$ cat config.mk
export PLATFORM = sky130hd
export DESIGN_NAME = biriscv_fencei_ctrl
export DESIGN_NICKNAME = d
export VERILOG_FILES = /design/src/rtl/biriscv_fencei_ctrl.sv
export SDC_FILE = /design/constraint.sdc
export NUM_CORES = 1
export LEC_CHECK = 0
export ABC_AREA = 0
export BUFFER_PORTS_ARGS = -buffer_cell sky130_fd_sc_hd__buf_2
export CAP_MARGIN = 20
export CELL_PAD_IN_SITES_DETAIL_PLACEMENT = 2
export CELL_PAD_IN_SITES_GLOBAL_PLACEMENT = 2
export CORE_ASPECT_RATIO = 0.8
export CORE_MARGIN = 4
export CORE_UTILIZATION = 28
export CTS_BUF_LIST = sky130_fd_sc_hd__clkbuf_2
export DETAILED_ROUTE_END_ITERATION = 16
export HOLD_SLACK_MARGIN = 0.08
export PLACE_DENSITY = 0.81
export SLEW_MARGIN = 25
export SYNTH_ARGS = -nofsm -noshare
export SYNTH_HDL_FRONTEND = slang
export SYNTH_SLANG_ARGS = --single-unit
export TNS_END_PERCENT = 20
$ cat constraint.sdc
create_clock -name clk_i -period 2.58 [get_ports clk_i]
set_clock_uncertainty 0.1 [all_clocks]
set_input_delay 0.258 -clock clk_i [delete_from_list [all_inputs] [get_ports clk_i]]
set_output_delay 0.258 -clock clk_i [all_outputs]
set_load 0.05 [all_outputs]
$ cat src/rtl/biriscv_fencei_ctrl.sv
// FENCE.I sequencer: stalls fetch, drains the LSU, writes back the D-cache,
// invalidates the I-cache, then issues one redirect to the post-fence PC.
module biriscv_fencei_ctrl #(
  parameter int SUPPORT_DCACHE_FLUSH = 1,
  parameter int MIN_DRAIN_CYCLES     = 2
) (
  input  logic        clk_i,
  input  logic        rst_i,
  input  logic        fence_req_i,
  input  logic [31:0] fence_pc_i,
  input  logic [1:0]  fence_priv_i,
  input  logic        abort_i,
  input  logic        lsu_idle_i,
  input  logic        dcache_flush_accept_i,
  input  logic        dcache_flush_done_i,
  input  logic        icache_inv_accept_i,
  input  logic        icache_inv_done_i,
  output logic        busy_o,
  output logic        fetch_stall_o,
  output logic        dcache_flush_o,
  output logic        icache_invalidate_o,
  output logic        branch_request_o,
  output logic [31:0] branch_pc_o,
  output logic [1:0]  branch_priv_o,
  output logic [15:0] fence_count_o
);

  typedef enum logic [2:0] {
    ST_IDLE,
    ST_DRAIN,
    ST_DFLUSH,
    ST_DWAIT,
    ST_IINV,
    ST_IWAIT,
    ST_REDIRECT
  } state_t;

  localparam logic [3:0] DRAIN_LOAD = 4'(MIN_DRAIN_CYCLES - 1);

  state_t      state_q, state_d;
  logic [31:0] pc_q;
  logic [1:0]  priv_q;
  logic        abort_q;
  logic [3:0]  drain_cnt_q;
  logic [15:0] fence_count_q, fence_count_d;

  // NOTE: every always_comb output gets a default first so no path can infer a latch.
  always_comb begin
    state_d = state_q;
    unique case (state_q)
      ST_IDLE:     if (fence_req_i) state_d = ST_DRAIN;
      ST_DRAIN:    if (drain_cnt_q == 4'd0 && lsu_idle_i)
                     state_d = (SUPPORT_DCACHE_FLUSH != 0) ? ST_DFLUSH : ST_IINV;
      ST_DFLUSH:   if (dcache_flush_accept_i) state_d = ST_DWAIT;
      // Done is only looked at here, so a done raised alongside its accept is ignored.
      ST_DWAIT:    if (dcache_flush_done_i) state_d = ST_IINV;
      ST_IINV:     if (icache_inv_accept_i) state_d = ST_IWAIT;
      ST_IWAIT:    if (icache_inv_done_i) state_d = ST_REDIRECT;
      ST_REDIRECT: state_d = ST_IDLE;
      default:     state_d = ST_IDLE;
    endcase
  end

  always_comb begin
    fence_count_d = fence_count_q;
    if (state_q == ST_REDIRECT && fence_count_q != 16'hFFFF)
      fence_count_d = fence_count_q + 16'd1;
  end

  // NOTE: sequential state uses non-blocking assignments so all flops update together.
  always_ff @(posedge clk_i) begin
    if (rst_i) begin
      state_q       <= ST_IDLE;
      pc_q          <= 32'd0;
      priv_q        <= 2'b11;
      abort_q       <= 1'b0;
      drain_cnt_q   <= 4'd0;
      fence_count_q <= 16'd0;
    end else begin
      state_q       <= state_d;
      fence_count_q <= fence_count_d;
      if (state_q == ST_IDLE) begin
        if (fence_req_i) begin
          pc_q        <= fence_pc_i;
          priv_q      <= fence_priv_i;
          abort_q     <= 1'b0;
          drain_cnt_q <= DRAIN_LOAD;
        end
      end else if (abort_i) begin
        // Cache maintenance still completes; only the final redirect is suppressed.
        abort_q <= 1'b1;
      end
      if (state_q == ST_DRAIN && drain_cnt_q != 4'd0)
        drain_cnt_q <= drain_cnt_q - 4'd1;
    end
  end

  assign busy_o              = (state_q != ST_IDLE);
  assign fetch_stall_o       = busy_o;
  assign dcache_flush_o      = (state_q == ST_DFLUSH);
  assign icache_invalidate_o = (state_q == ST_IINV);
  assign branch_request_o    = (state_q == ST_REDIRECT) && !abort_q;
  assign branch_pc_o         = pc_q;
  assign branch_priv_o       = priv_q;
  assign fence_count_o       = fence_count_q;

endmodule
==> metrics.yaml, run 1 <==
fin_ws_ps: 360
final-hold-violation-count: 0
finalSetupViolations: 0
worstPathArrival_ps: 2530
seq_cells_post_synth: 58
global_route.usage.total_pct: 18.3
dr.first_iter.drc_count: 120
yosysWarningCount: 0
ant_nets: 0
timing.critical_path.to_type: "register"
worst_hold_startpoint: "icache_inv_accept_i"
initial_core_util_pct: 29.2
rrSetupSlack_ps: 360
post-route-util_pct: 41.4
grt_overflow_total: 0
detailroute.via_count: 2744
slew_viol_final: 0
total_power_mw: 2.10
layout-drive-gt1-share_pct: 29.3
slew_worst_pin_ps: 623
r2r.worst_path.cells: 4
finish.net_count: 484
syn_inst: 310
async_reset_ff_share_pct: 0
min_period_over_period_pct: 86.1
yosys_most_used_dff: "dfxtp_1"
max_cap_viol_count: 0
place_worst_setup_slack_ps: 485
critPathLaunchType: "register"
finalWeightedCongestion: 0.760
synth_area_per_cell_um2: 8.14
die_w_um: 114
achievable-frequency_ghz: 0.450
ctsHtreeMaxLevel: 3
timing.setup.critical_path_class: "register to register"
place_inst: 503
rr_endpoint: "drain_cnt_q[3]$_SDFFE_PP0P_"
dieArea_um2: 10600
num_antenna_cells: 0
rr_startpoint: "state_q[0]$_SDFFE_PP0P_"
power_leakage_nw: 1.64
worst_skew_pair_latency_ps: 460
totalNegativeSetupSlack_ps: 0
run_status: "finished clean"
min_to: "state_q[0]$_SDFFE_PP0P_"
hold_path_depth: 5
total_number_of_placement_rows: 30
average_routed_wire_per_standard_cell_um: 17.1
highest_ir_drop_seen_on_vdd_mv: 0.210
synth_seq_area_share_pct: 46.0
areaGrowthSynthToFinish_pct: 41.6
core_area_um2: 8630
power-per-cell-area_nw_per_um2: 588
mappedNetlistArea_um2: 2520
final_common_cell: "buf_2"
ioPinCount: 98
syn_nets: 355
avgViaCountPerCell: 4.94
drcViolationCount: 0
timing.critical_path.required_ps: 2890
tritoncts_num_sinks: 58
grt_max_degree: 36
grt_first_pass_wirelength_mm: 15.3
cts_resized: 0
pre_antenna_drt_iters: 4
placement.io_buffers: 97
grt_antenna_before_repair: 0
worstPathMaxFanout: 11
post_dp_hpwl_mm: 6.28
hp-class: "input pin to register"
routed_wirelength_mm: 9.51
dieHeight_um: 92.9
post_route_minimum_period_ps: 2220
yosysUniqueCellTypes: 43
rsz0062_at_grt: "no"
synth-edff-count: 0
relSlewSlack_pct: 58.5
post_cts_buffers: 0
tritoncts: "yes"
clk_pin_slew_worst_paths_ps: 170
fin_cells: 555
clockRootBuffer: "clkbuf_2"
first_global_vias: 2985
cts_buffer_depth: 2
cts_buffers: 9
mostFrequentLayoutCells: "buf_2, nand2_1, dfxtp_1"
-- cells in the mapped netlist (4+ instances only) --
master     n  area [um^2]
nor2_1    16         60.1
nand2b_1   6         37.5
mux2_2     8         90.1
buf_2      4         20.0
nand4_1    4         25.0
and3_1     4         25.0
a21oi_1   44          220
or3_1      4         25.0
nor2b_1    8         50.1
nand3_1    7         35.0
inv_1      6         22.5
dfxtp_1   58         1160
clkbuf_1  14         52.6
nand2_1   76          285
a31oi_1    4         25.0
-- logic make-up after synthesis --
group / count (synthesis) / share of synthesized area, %
AND/OR/NAND/NOR: 147 / 28.9
adder cells (fa/ha/maj): 2 / 0.991
multiplexers: 10 / 4.36
AO/OA/AOI/OAI: 65 / 14.8
buffers and inverters: 28 / 4.96
flip-flops: 58 / 46.0
-- repair_timing --
| action | CTS | global route |
|---|---|---|
| endpoints found under the setup margin | 0 | 0 |
| hold endpoints to repair | 36 | 1 |
| hold buffers | 36 | 1 |
-- routing by layer --
metal  track usage (%)  vias up  routed length [um]
li1                  -     1327                   -
met1              20.5     1345                3990
met2              33.7       59                4960
met3              3.98       13                 379
met4              6.63        0                 177
met5                 0        -                   0
-- report_power, final --
part / total (mW) / switching, mW / leakage [nW] / internal, mW
combinational: 0.546 / 0.376 / 1.10 / 0.170
sequential: 0.995 / 0.0423 / 0.473 / 0.953
clock: 0.561 / 0.340 / 0.0692 / 0.221
-- sequential cells by signal (all words and copies together) (netlist names) --
signal / flops
abort_q: 1
drain_cnt_q: 4
state_q: 3
fence_count_o: 16
branch_priv_o: 2
branch_pc_o: 32
-- final cells by class --
class,instances,area [um^2]
multi-input cells,224,1240
repair buffers,140,913
inverters,6,22.5
clock inverters,4,43.8
fillers,1014,5060
clock buffers,11,55.1
flip-flops and latches,58,1160
well taps,112,140
-- worst max path at each step --
stage	from	to	slack [ps]	depth (start not counted)
after floorplan	fence_count_o[3]$_SDFFE_PP0P_	fence_count_o[13]$_SDFFE_PP0P_	400	4
after global placement	state_q[1]$_SDFFE_PP0P_	fence_count_o[13]$_SDFFE_PP0P_	640	4
after detailed placement	state_q[0]$_SDFFE_PP0P_	drain_cnt_q[3]$_SDFFE_PP0P_	490	4
after CTS	state_q[0]$_SDFFE_PP0P_	drain_cnt_q[3]$_SDFFE_PP0P_	440	4
after global routing	state_q[0]$_SDFFE_PP0P_	drain_cnt_q[3]$_SDFFE_PP0P_	240	4
final	state_q[0]$_SDFFE_PP0P_	drain_cnt_q[3]$_SDFFE_PP0P_	360	4
-- critical path: stages (launching register included) --
cell and delay, ps:
dfxtp_1 560, nor3b_1 560, o21ai_1 380, or3_1 450, a31oi_1 140
-- through the flow --
stage | instance area [um^2] | hold slack, ps
2_1_floorplan | 2520 | 282
5_1_grt | 3570 | 124
4_1_cts | 3560 | 86.5
3_3_place_gp | 3100 | 340
6_report | 3570 | 141
3_5_place_dp | 3100 | 347
Note: power is estimated with default switching activity, not from simulation.
==> run 2: changes to the inputs <==
Settings changed: CORE_MARGIN 4 to 2, CORE_UTILIZATION 28 to 26, CTS_BUF_LIST sky130_fd_sc_hd__clkbuf_2 to unset, MAX_ROUTING_LAYER set to met4, PLACE_DENSITY 0.81 to 0.75.
==> run 2 against run 1 <==
  * Clock power up 120%
  * Sequential share of layout area grew 0.18 points
  * Maximum frequency up 8.5%
  * Routed wire length decreased by 14%
  * Largest power group is now the clock network
==> metrics.yaml, run 2 (synthesis gave the netlist of run 1 again) <==
relSlewSlack_pct: 47.2
postPlaceCellArea_um2: 3130
core_area_um2: 9530
placement.io_buffers: 97
clockRootBuffer: "clkbuf_16"
mostFrequentLayoutCells: "buf_2, nand2_1, dfxtp_1"
ioPinCount: 98
ctsHtreeMaxLevel: 3
timing.critical_path.to_type: "register"
achievable-frequency_ghz: 0.489
avgViaCountPerCell: 4.76
cts-hold-fix-buffers: 12
max_cap_viol_count: 0
dieArea_um2: 10500
post_dp_hpwl_mm: 5.88
rrSetupSlack_ps: 530
tritoncts: "yes"
grt.met3_usage_pct: 2.91
grt_first_pass_wirelength_mm: 13.5
power_leakage_nw: 1.62
fin_ws_ps: 533
critPathLaunchType: "register"
timing.critical_path.required_ps: 2720
hold_path_depth: 3
detailroute.via_count: 2558
rsz0062_at_grt: "no"
hp-class: "input pin to register"
drcViolationCount: 0
layout-drive-gt1-share_pct: 31.3
grt_max_degree: 46
largest_register_ffs: 32
areaGrowthSynthToFinish_pct: 40.8
rr_endpoint: "fence_count_o[13]$_SDFFE_PP0P_"
initial_core_util_pct: 26.5
place_worst_setup_slack_ps: 541
sequential_cell_area_um2: 1160
cts_buffer_depth: 2
finalWeightedCongestion: 0.756
finish.net_count: 459
post_route_minimum_period_ps: 2050
timing.setup.critical_path_class: "register to register"
total_number_of_placement_rows: 32
global_route.peak_usage_layer: "met2"
slew_viol_final: 0
num_antenna_cells: 0
cts_resized: 0
multiInputGateArea_um2: 1240
totalNegativeSetupSlack_ps: 0
final_common_cell: "buf_2"
worstPathMaxFanout: 10
rr_startpoint: "state_q[1]$_SDFFE_PP0P_"
run_status: "finished clean"
final-hold-violation-count: 0
clk_pin_slew_worst_paths_ps: 50
slew_worst_pin_ps: 792
pre_antenna_drt_iters: 4
grtUsageMet1_pct: 21.4
post-route-util_pct: 37.3
highest_ir_drop_seen_on_vdd_mv: 0.279
cts_buffers: 9
grt_overflow_total: 0
dieHeight_um: 92.1
finalSetupViolations: 0
use_met2_pct: 26.7
holdWs_ps: 87.1
worst_hold_startpoint: "fence_pc_i[15]"
ant_nets: 0
worst_skew_pair_latency_ps: 310
first_global_vias: 2696
min_to: "branch_pc_o[15]$_SDFFE_PP0P_"
post_cts_buffers: 0
power-per-cell-area_nw_per_um2: 771
global_route.usage.total_pct: 16.5
tritoncts_num_sinks: 58
worstPathArrival_ps: 2190
routed_wirelength_mm: 8.19
average_routed_wire_per_standard_cell_um: 15.3
min_period_over_period_pct: 79.3
dr.first_iter.drc_count: 93
r2r.worst_path.cells: 4
die_w_um: 114
final_cell_area_um2: 3550
fill_cells: 1118
grt_antenna_before_repair: 0
-- run 2: changes by cell type in the layout (fill, tap and decap cells not counted), sizes merged --
| cell | previous run | this run |
|---|---|---|
| clkbuf | 11 | 9 |
| clkinvlp | 0 | 1 |
| dlygate4sd3 | 37 | 12 |
| bufinv | 1 | 2 |
-- run 2: layout make-up --
| type | count | share of cell area (%) |
|---|---|---|
| multi-input combinational | 224 | 34.8 |
| inverter | 6 | 0.634 |
| timing repair buffer | 115 | 19.0 |
| sequential | 58 | 32.7 |
| tap | 119 | 4.19 |
| clock buffer | 9 | 6.34 |
| clock inverter | 6 | 2.32 |
-- run 2: layer usage --
layer | vias to the layer above | part of all wire (%)
met2 | 51 | 49
met3 | 5 | 3.0
met1 | 1229 | 48
met5 | - | 0
li1 | 1273 | -
met4 | 0 | 0.70
-- run 2: worst max-delay path by stage --
stage | from | to | slack, ps | cells past startpoint
floorplan | fence_count_o[3]$_SDFFE_PP0P_ | fence_count_o[13]$_SDFFE_PP0P_ | 400 | 4
global placement | state_q[1]$_SDFFE_PP0P_ | fence_count_o[13]$_SDFFE_PP0P_ | 630 | 4
detailed placement | state_q[1]$_SDFFE_PP0P_ | fence_count_o[13]$_SDFFE_PP0P_ | 540 | 4
CTS | state_q[1]$_SDFFE_PP0P_ | fence_count_o[13]$_SDFFE_PP0P_ | 540 | 4
global route | state_q[2]$_SDFFE_PP0P_ | branch_pc_o[14]$_SDFFE_PP0P_ | 420 | 5
finish | state_q[1]$_SDFFE_PP0P_ | fence_count_o[13]$_SDFFE_PP0P_ | 530 | 4
-- run 2: power breakdown --
part	switching, mW	internal [mW]	total, mW	leakage, nW
Combinational	0.359	0.154	0.512	0.998
Clock	0.400	0.833	1.23	0.151
Sequential	0.0382	0.954	0.992	0.473
-- run 2: per-stage QoR --
stage / std cells / total power, mW
global placement: 510 / 1.50
finish: 537 / 2.74
floorplan: 310 / 1.37
detailed placement: 510 / 1.52
global route: 537 / 2.87
CTS: 537 / 2.79
-- run 2: critical path, stage by stage, from the launching register on --
cell and delay, ps:
dfxtp_1 550, nand3b_4 140, or4b_4 600, or4_1 420, a21oi_1 160
